<file path="config.mk">
export PLATFORM = sky130hd
export DESIGN_NAME = axi_rd_arbiter_flat
export DESIGN_NICKNAME = d
export VERILOG_FILES = /design/src/rtl/axi_rd_arbiter_if.sv /design/src/rtl/axi_rd_arbiter.sv /design/src/flat_wrapper.sv
export SDC_FILE = /design/constraint.sdc
export NUM_CORES = 1
export LEC_CHECK = 0
export ABC_AREA = 1
export BUFFER_PORTS_ARGS = -buffer_cell sky130_fd_sc_hd__buf_2
export CAP_MARGIN = 5
export CORE_AREA = 2 2 98 100
export CTS_BUF_LIST = sky130_fd_sc_hd__clkbuf_4
export DETAILED_ROUTE_END_ITERATION = 10
export DIE_AREA = 0 0 100 102
export PLACE_DENSITY = 0.79
export SKIP_LAST_GASP = 1
export SYNTH_ARGS = -nofsm -noshare
export SYNTH_HDL_FRONTEND = slang
export SYNTH_SLANG_ARGS = --single-unit
</file>
<file path="constraint.sdc">
create_clock -name clk -period 1.7 [get_ports clk]
set_clock_uncertainty 0.1 [all_clocks]
set_input_delay 0.17 -clock clk [delete_from_list [all_inputs] [get_ports clk]]
set_output_delay 0.17 -clock clk [all_outputs]
set_load 0.01 [all_outputs]
</file>
<file path="src/rtl/axi_rd_arbiter_if.sv">
// Bus bundle for the three-requester AXI read arbiter: requester-side AR/R
// vectors plus the single CPU-level AXI read master channel pair.
// The "master" modport is the arbiter's view; "slave" is the environment's view.
interface axi_rd_arbiter_if #(
   parameter int ADDR_W = 32,
   parameter int DATA_W = 32,
   parameter int LEN_W  = 4
);
   // Requester side (bit/slice 0 = DCache, 1 = uncache, 2 = ICache)
   logic [2:0]          req_arvalid;
   logic [3*ADDR_W-1:0] req_araddr;
   logic [3*LEN_W-1:0]  req_arlen;
   logic [3*3-1:0]      req_arsize;
   logic [2:0]          req_arready;
   logic [2:0]          req_rvalid;
   logic [DATA_W-1:0]   req_rdata;
   logic [1:0]          req_rresp;
   logic                req_rlast;
   logic [2:0]          req_rready;

   // AXI master side
   logic                m_arvalid;
   logic                m_arready;
   logic [ADDR_W-1:0]   m_araddr;
   logic [LEN_W-1:0]    m_arlen;
   logic [2:0]          m_arsize;
   logic [1:0]          m_arburst;
   logic [3:0]          m_arid;
   logic                m_rvalid;
   logic                m_rready;
   logic [DATA_W-1:0]   m_rdata;
   logic [1:0]          m_rresp;
   logic                m_rlast;

   modport master (
      input  req_arvalid, req_araddr, req_arlen, req_arsize, req_rready,
             m_arready, m_rvalid, m_rdata, m_rresp, m_rlast,
      output req_arready, req_rvalid, req_rdata, req_rresp, req_rlast,
             m_arvalid, m_araddr, m_arlen, m_arsize, m_arburst, m_arid, m_rready
   );

   modport slave (
      output req_arvalid, req_araddr, req_arlen, req_arsize, req_rready,
             m_arready, m_rvalid, m_rdata, m_rresp, m_rlast,
      input  req_arready, req_rvalid, req_rdata, req_rresp, req_rlast,
             m_arvalid, m_araddr, m_arlen, m_arsize, m_arburst, m_arid, m_rready
   );
endinterface

</file>
<file path="src/rtl/axi_rd_arbiter.sv">
// AXI read arbiter: shares one AR/R channel pair among DCache refill, the
// uncached data path and ICache refill. One transaction at a time; the winner's
// AR fields are registered, then R beats are routed back to it until RLAST.
// Interface parameters must match the module parameters.
module axi_rd_arbiter #(
   parameter int ADDR_W = 32,
   parameter int DATA_W = 32,
   parameter int LEN_W  = 4
) (
   input  logic             clk,
   input  logic             rst,
   axi_rd_arbiter_if.master bus,
   output logic             busy
);

   typedef enum logic [1:0] {
      IDLE = 2'd0,
      ADDR = 2'd1,
      DATA = 2'd2
   } state_e;

   state_e            state_q;
   logic [1:0]        owner_q;
   logic [ADDR_W-1:0] addr_q;
   logic [LEN_W-1:0]  len_q;
   logic [2:0]        size_q;
   logic [LEN_W-1:0]  beat_q;
   logic              arvalid_q;
   logic              busy_q;

   logic [1:0]        owner_d;
   logic [2:0]        grant_d;
   logic [2:0]        rvalid_d;
   logic              beat_done;

   // Fixed-priority winner among pending requests: DCache > uncache > ICache.
   always_comb begin
      // NOTE: defaults first so every path assigns every output and no latch is inferred.
      owner_d = 2'd0;
      grant_d = 3'b000;
      if (bus.req_arvalid[0]) begin
         owner_d = 2'd0;
         grant_d = 3'b001;
      end else if (bus.req_arvalid[1]) begin
         owner_d = 2'd1;
         grant_d = 3'b010;
      end else if (bus.req_arvalid[2]) begin
         owner_d = 2'd2;
         grant_d = 3'b100;
      end
   end

   // Route the slave's R valid to the current owner only.
   always_comb begin
      rvalid_d = 3'b000;
      if (state_q == DATA) begin
         rvalid_d[owner_q] = bus.m_rvalid;
      end
   end

   // Grant is combinational in IDLE; reset suppresses it in the same cycle.
   assign bus.req_arready = (state_q == IDLE && !rst) ? grant_d : 3'b000;
   assign bus.req_rvalid  = rvalid_d;
   assign bus.req_rdata   = bus.m_rdata;
   assign bus.req_rresp   = bus.m_rresp;
   assign bus.req_rlast   = bus.m_rlast;
   assign bus.m_rready    = (state_q == DATA) ? bus.req_rready[owner_q] : 1'b0;

   assign bus.m_arvalid   = arvalid_q;
   assign bus.m_araddr    = addr_q;
   assign bus.m_arlen     = len_q;
   assign bus.m_arsize    = size_q;
   assign bus.m_arburst   = (len_q != '0) ? 2'b01 : 2'b00;
   assign bus.m_arid      = {2'b00, owner_q};
   assign busy            = busy_q;

   assign beat_done = (state_q == DATA) && bus.m_rvalid && bus.m_rready;

   // Transaction FSM: grant in IDLE, present AR in ADDR, route beats in DATA.
   always_ff @(posedge clk) begin
      // NOTE: sequential state uses non-blocking assignments so all registers update together at the edge.
      if (rst) begin
         state_q   <= IDLE;
         owner_q   <= 2'd0;
         addr_q    <= '0;
         len_q     <= '0;
         size_q    <= '0;
         beat_q    <= '0;
         arvalid_q <= 1'b0;
         busy_q    <= 1'b0;
      end else begin
         case (state_q)
            IDLE: begin
               if (|bus.req_arvalid) begin
                  owner_q   <= owner_d;
                  addr_q    <= bus.req_araddr[owner_d*ADDR_W +: ADDR_W];
                  len_q     <= bus.req_arlen[owner_d*LEN_W +: LEN_W];
                  size_q    <= bus.req_arsize[owner_d*3 +: 3];
                  arvalid_q <= 1'b1;
                  busy_q    <= 1'b1;
                  state_q   <= ADDR;
               end
            end
            ADDR: begin
               if (bus.m_arready) begin
                  arvalid_q <= 1'b0;
                  beat_q    <= '0;
                  state_q   <= DATA;
               end
            end
            DATA: begin
               if (beat_done) begin
                  beat_q <= beat_q + 1'b1;
                  if (bus.m_rlast) begin
                     busy_q  <= 1'b0;
                     state_q <= IDLE;
                  end
               end
            end
            default: begin
               state_q   <= IDLE;
               arvalid_q <= 1'b0;
               busy_q    <= 1'b0;
            end
         endcase
      end
   end

   // Simulation-only protocol check: the RLAST beat must be beat number arlen.
   proto_err: assert property (@(posedge clk) disable iff (rst)
      (beat_done && bus.m_rlast) |-> (beat_q == len_q));

endmodule

</file>
<file path="src/flat_wrapper.sv">
// flat-port wrapper written by rule: the top's interface ports become plain ports
module axi_rd_arbiter_flat 
#(
   parameter int ADDR_W = 32,
   parameter int DATA_W = 32,
   parameter int LEN_W  = 4
)
  (clk, rst, busy, bus_req_arvalid, bus_req_araddr, bus_req_arlen, bus_req_arsize, bus_req_rready, bus_m_arready, bus_m_rvalid, bus_m_rdata, bus_m_rresp, bus_m_rlast, bus_req_arready, bus_req_rvalid, bus_req_rdata, bus_req_rresp, bus_req_rlast, bus_m_arvalid, bus_m_araddr, bus_m_arlen, bus_m_arsize, bus_m_arburst, bus_m_arid, bus_m_rready);
  axi_rd_arbiter_if #(.ADDR_W(ADDR_W), .DATA_W(DATA_W), .LEN_W(LEN_W)) bus_i ();
  input  logic clk;
  input  logic rst;
  output logic busy;
  input wire logic [$bits(bus_i.req_arvalid)-1:0] bus_req_arvalid;
  input wire logic [$bits(bus_i.req_araddr)-1:0] bus_req_araddr;
  input wire logic [$bits(bus_i.req_arlen)-1:0] bus_req_arlen;
  input wire logic [$bits(bus_i.req_arsize)-1:0] bus_req_arsize;
  input wire logic [$bits(bus_i.req_rready)-1:0] bus_req_rready;
  input wire logic [$bits(bus_i.m_arready)-1:0] bus_m_arready;
  input wire logic [$bits(bus_i.m_rvalid)-1:0] bus_m_rvalid;
  input wire logic [$bits(bus_i.m_rdata)-1:0] bus_m_rdata;
  input wire logic [$bits(bus_i.m_rresp)-1:0] bus_m_rresp;
  input wire logic [$bits(bus_i.m_rlast)-1:0] bus_m_rlast;
  output wire logic [$bits(bus_i.req_arready)-1:0] bus_req_arready;
  output wire logic [$bits(bus_i.req_rvalid)-1:0] bus_req_rvalid;
  output wire logic [$bits(bus_i.req_rdata)-1:0] bus_req_rdata;
  output wire logic [$bits(bus_i.req_rresp)-1:0] bus_req_rresp;
  output wire logic [$bits(bus_i.req_rlast)-1:0] bus_req_rlast;
  output wire logic [$bits(bus_i.m_arvalid)-1:0] bus_m_arvalid;
  output wire logic [$bits(bus_i.m_araddr)-1:0] bus_m_araddr;
  output wire logic [$bits(bus_i.m_arlen)-1:0] bus_m_arlen;
  output wire logic [$bits(bus_i.m_arsize)-1:0] bus_m_arsize;
  output wire logic [$bits(bus_i.m_arburst)-1:0] bus_m_arburst;
  output wire logic [$bits(bus_i.m_arid)-1:0] bus_m_arid;
  output wire logic [$bits(bus_i.m_rready)-1:0] bus_m_rready;
  assign bus_i.req_arvalid = bus_req_arvalid;
  assign bus_i.req_araddr = bus_req_araddr;
  assign bus_i.req_arlen = bus_req_arlen;
  assign bus_i.req_arsize = bus_req_arsize;
  assign bus_i.req_rready = bus_req_rready;
  assign bus_i.m_arready = bus_m_arready;
  assign bus_i.m_rvalid = bus_m_rvalid;
  assign bus_i.m_rdata = bus_m_rdata;
  assign bus_i.m_rresp = bus_m_rresp;
  assign bus_i.m_rlast = bus_m_rlast;
  assign bus_req_arready = bus_i.req_arready;
  assign bus_req_rvalid = bus_i.req_rvalid;
  assign bus_req_rdata = bus_i.req_rdata;
  assign bus_req_rresp = bus_i.req_rresp;
  assign bus_req_rlast = bus_i.req_rlast;
  assign bus_m_arvalid = bus_i.m_arvalid;
  assign bus_m_araddr = bus_i.m_araddr;
  assign bus_m_arlen = bus_i.m_arlen;
  assign bus_m_arsize = bus_i.m_arsize;
  assign bus_m_arburst = bus_i.m_arburst;
  assign bus_m_arid = bus_i.m_arid;
  assign bus_m_rready = bus_i.m_rready;
  axi_rd_arbiter #(.ADDR_W(ADDR_W), .DATA_W(DATA_W), .LEN_W(LEN_W)) u_core (.clk(clk), .rst(rst), .bus(bus_i), .busy(busy));
endmodule
</file>
==> run summary <==
reg2reg end: u_core.bus.m_araddr[15]
die height: 102 µm
Residual DRC: 0
Layout Nets: 720
clk slew on worst S/H paths: 130 ps
r2r worst-path depth: 6
CTS tree: yes
commonest non-fill, non-tap cell in the layout: buf_2
routability congestion estimate: 0.7811
crit path DAT: 1390 ps
Tightest Hold Check Type: input pin to flop
total vias in the final route: 3316
fin worst setup slack: 44.22 ps
initial DRC count: 176
YS warnings: 0
CTS root buffer: clkbuf_4
port bufs: 179
clk sinks: 45
endpoints failing setup: 0
Avg Synthesized Cell Area: 6.968 µm²
clk buf depth: 2
CTS Buf Count: 5
Pleak: 2.063 nW
largest net degree at the start of global routing: 51
Power Dens Cells: 736.5 nW/µm²
outcome: finished, final reports clean
Worst R2R Setup Slack: 220 ps
vias in the first global route: 3164
Routed Antenna Nets: 0
# IOs: 251
Seq/Total Area, Yosys: 32.56%
post-synthesis register bit count: 45
crit path to: bus_m_arburst[0]
layout cells sized above 1: 39.00%
Critical path origin: u_core.bus.m_arlen[2]
Syn Inst Count: 397
Starting Density: 30.37%
Crit. End Element: primary output
die width: 100 µm
Clk Latency, worst-skew pair: 340 ps
peak supply drop: 0.2873 mV
Area Growth Syn to Fin: 40.52%
max-cap viol count: 0
reg2reg start: u_core.state_q[0]
final hold viol count: 0
critical path class: flop to primary output
Unique masters post-synth: 23
hold wc startpoint: bus_req_araddr[75]
Via density: 4.942
Max Fclk: 603.9 MHz
Post-Syn Area: 2766 µm²
RSZ-0062 raised after global routing: true
Initial DRT Pass Iterations: 5
crit-path max FO: 2
total core area: 9109 µm²
CP required: 1430 ps
H-tree levels: 2
share of the synthesized area in the top cell type: 32.56%
Post-Route Utilization: 42.68%
Max Slew Vio Count: 0
row cnt: 35
DP Wirelength: 7029 µm
cell types occupying the most area after synthesis: dfxtp_1 (33%), a21oi_1 (15%), buf_4 (11%)
Placement Setup Slack: 226.8 ps
startpoint types: flop
DIE AREA: 10200 µm²
antenna violations before repair: 0
post-synth top area cell: dfxtp_1
Final min period: 1656 ps
commonest non-fill, non-tap cells in the layout: buf_2 (178), a21oi_1 (83), inv_1 (50)
drt wl/cell: 14.08 µm
first-pass GRT wire length: 14230 µm
total track usage: 17.26%
grt total ovfl: 0
Routed WL: 9450 µm
final period utilization: 97.40%
worst min path at each step:
stage | endpoint | slack, ps | depth (start not counted)
floorplan | u_core.busy | 140 | 1
global placement | bus_req_rdata[1] | 240 | 0
detailed placement | bus_req_rdata[1] | 240 | 0
CTS | u_core.bus.m_araddr[7] | 2 | 3
global route | u_core.bus.m_arlen[1] | 3 | 3
finish | u_core.bus.m_araddr[11] | 20 | 3
cells in the mapped netlist:
cell,number
buf_2,20
o21ai_1,7
o211ai_1,39
nor2_1,6
buf_4,40
nand2_2,1
nand3_1,4
nor2_2,1
o21ai_0,33
a31o_2,2
nor3_4,1
a21oi_1,83
nand2_1,49
clkbuf_1,4
dfxtp_1,45
inv_1,50
conb_1,1
nor3_1,3
or4_1,1
nand3_2,1
nand2_4,1
inv_2,3
buf_6,2
cell type report:
type                            instances  area [µm²]
Antenna cell                            1       2.502
Clock buffer                            8       60.06
Fill cell                             895        5221
Inverter                               53       198.9
Multi-Input combinational cell        235        1250
Sequential cell                        45       909.6
Tap cell                              111       138.9
Timing Repair Buffer                  218        1328
flip-flops by register name, summed over array words and instances, names as in the netlist:
| register | count |
|---|---|
| u_core.owner_q | 2 |
| u_core.bus.m_arlen | 4 |
| u_core.bus.m_araddr | 32 |
| u_core.bus.m_arsize | 3 |
| u_core.busy | 1 |
| u_core.state_q | 2 |
| u_core.bus.m_arvalid | 1 |
through the flow:
stage	instance area (µm²)	power [W]	setup TNS, ps	instances	hold WS (ps)
global placement	3501	0.002231	0	632	240.1
floorplan	2774	0.001899	0	399	139.1
global route	3885	0.003050	-62.06	670	2.561
detailed placement	3501	0.002258	0	632	240.1
finish	3887	0.002863	0	671	16.69
CTS	3845	0.002868	-18.94	668	2.026
routing by layer:
metal	vias to the layer above	global-route usage, %	share of wire (%)
li1	1621	-	-
met1	1517	18.31	39
met2	156	32.28	52
met3	22	4.309	6.7
met4	0	7.903	2.3
met5	-	0	0
worst max-delay path: stages, from the launching register on:
cell	delay, ps
dfxtp_4	370
or4_4	540
buf_6	140
kinds of logic after synthesis:
kind of cell	share of synthesized area [%]
AOI/OAI and AO/OA	33.47
buffers and inverters	23.02
and+or+nand+nor	10.81
DFF	32.56
other	0.1356
power by group:
group	total [W]	internal [W]	switching, W
logic	0.00103	0.000478	0.000547
registers	0.00129	0.00120	0.0000886
clock network	0.000549	0.000214	0.000336
timing repair:
action,CTS,global route
endpoints found under the setup margin,3,8
endpoints found under the hold margin,29,0
gates resized for setup,3,9
buffers inserted,0,2
hold buffers,28,0
(Power assumes the default switching activity.)
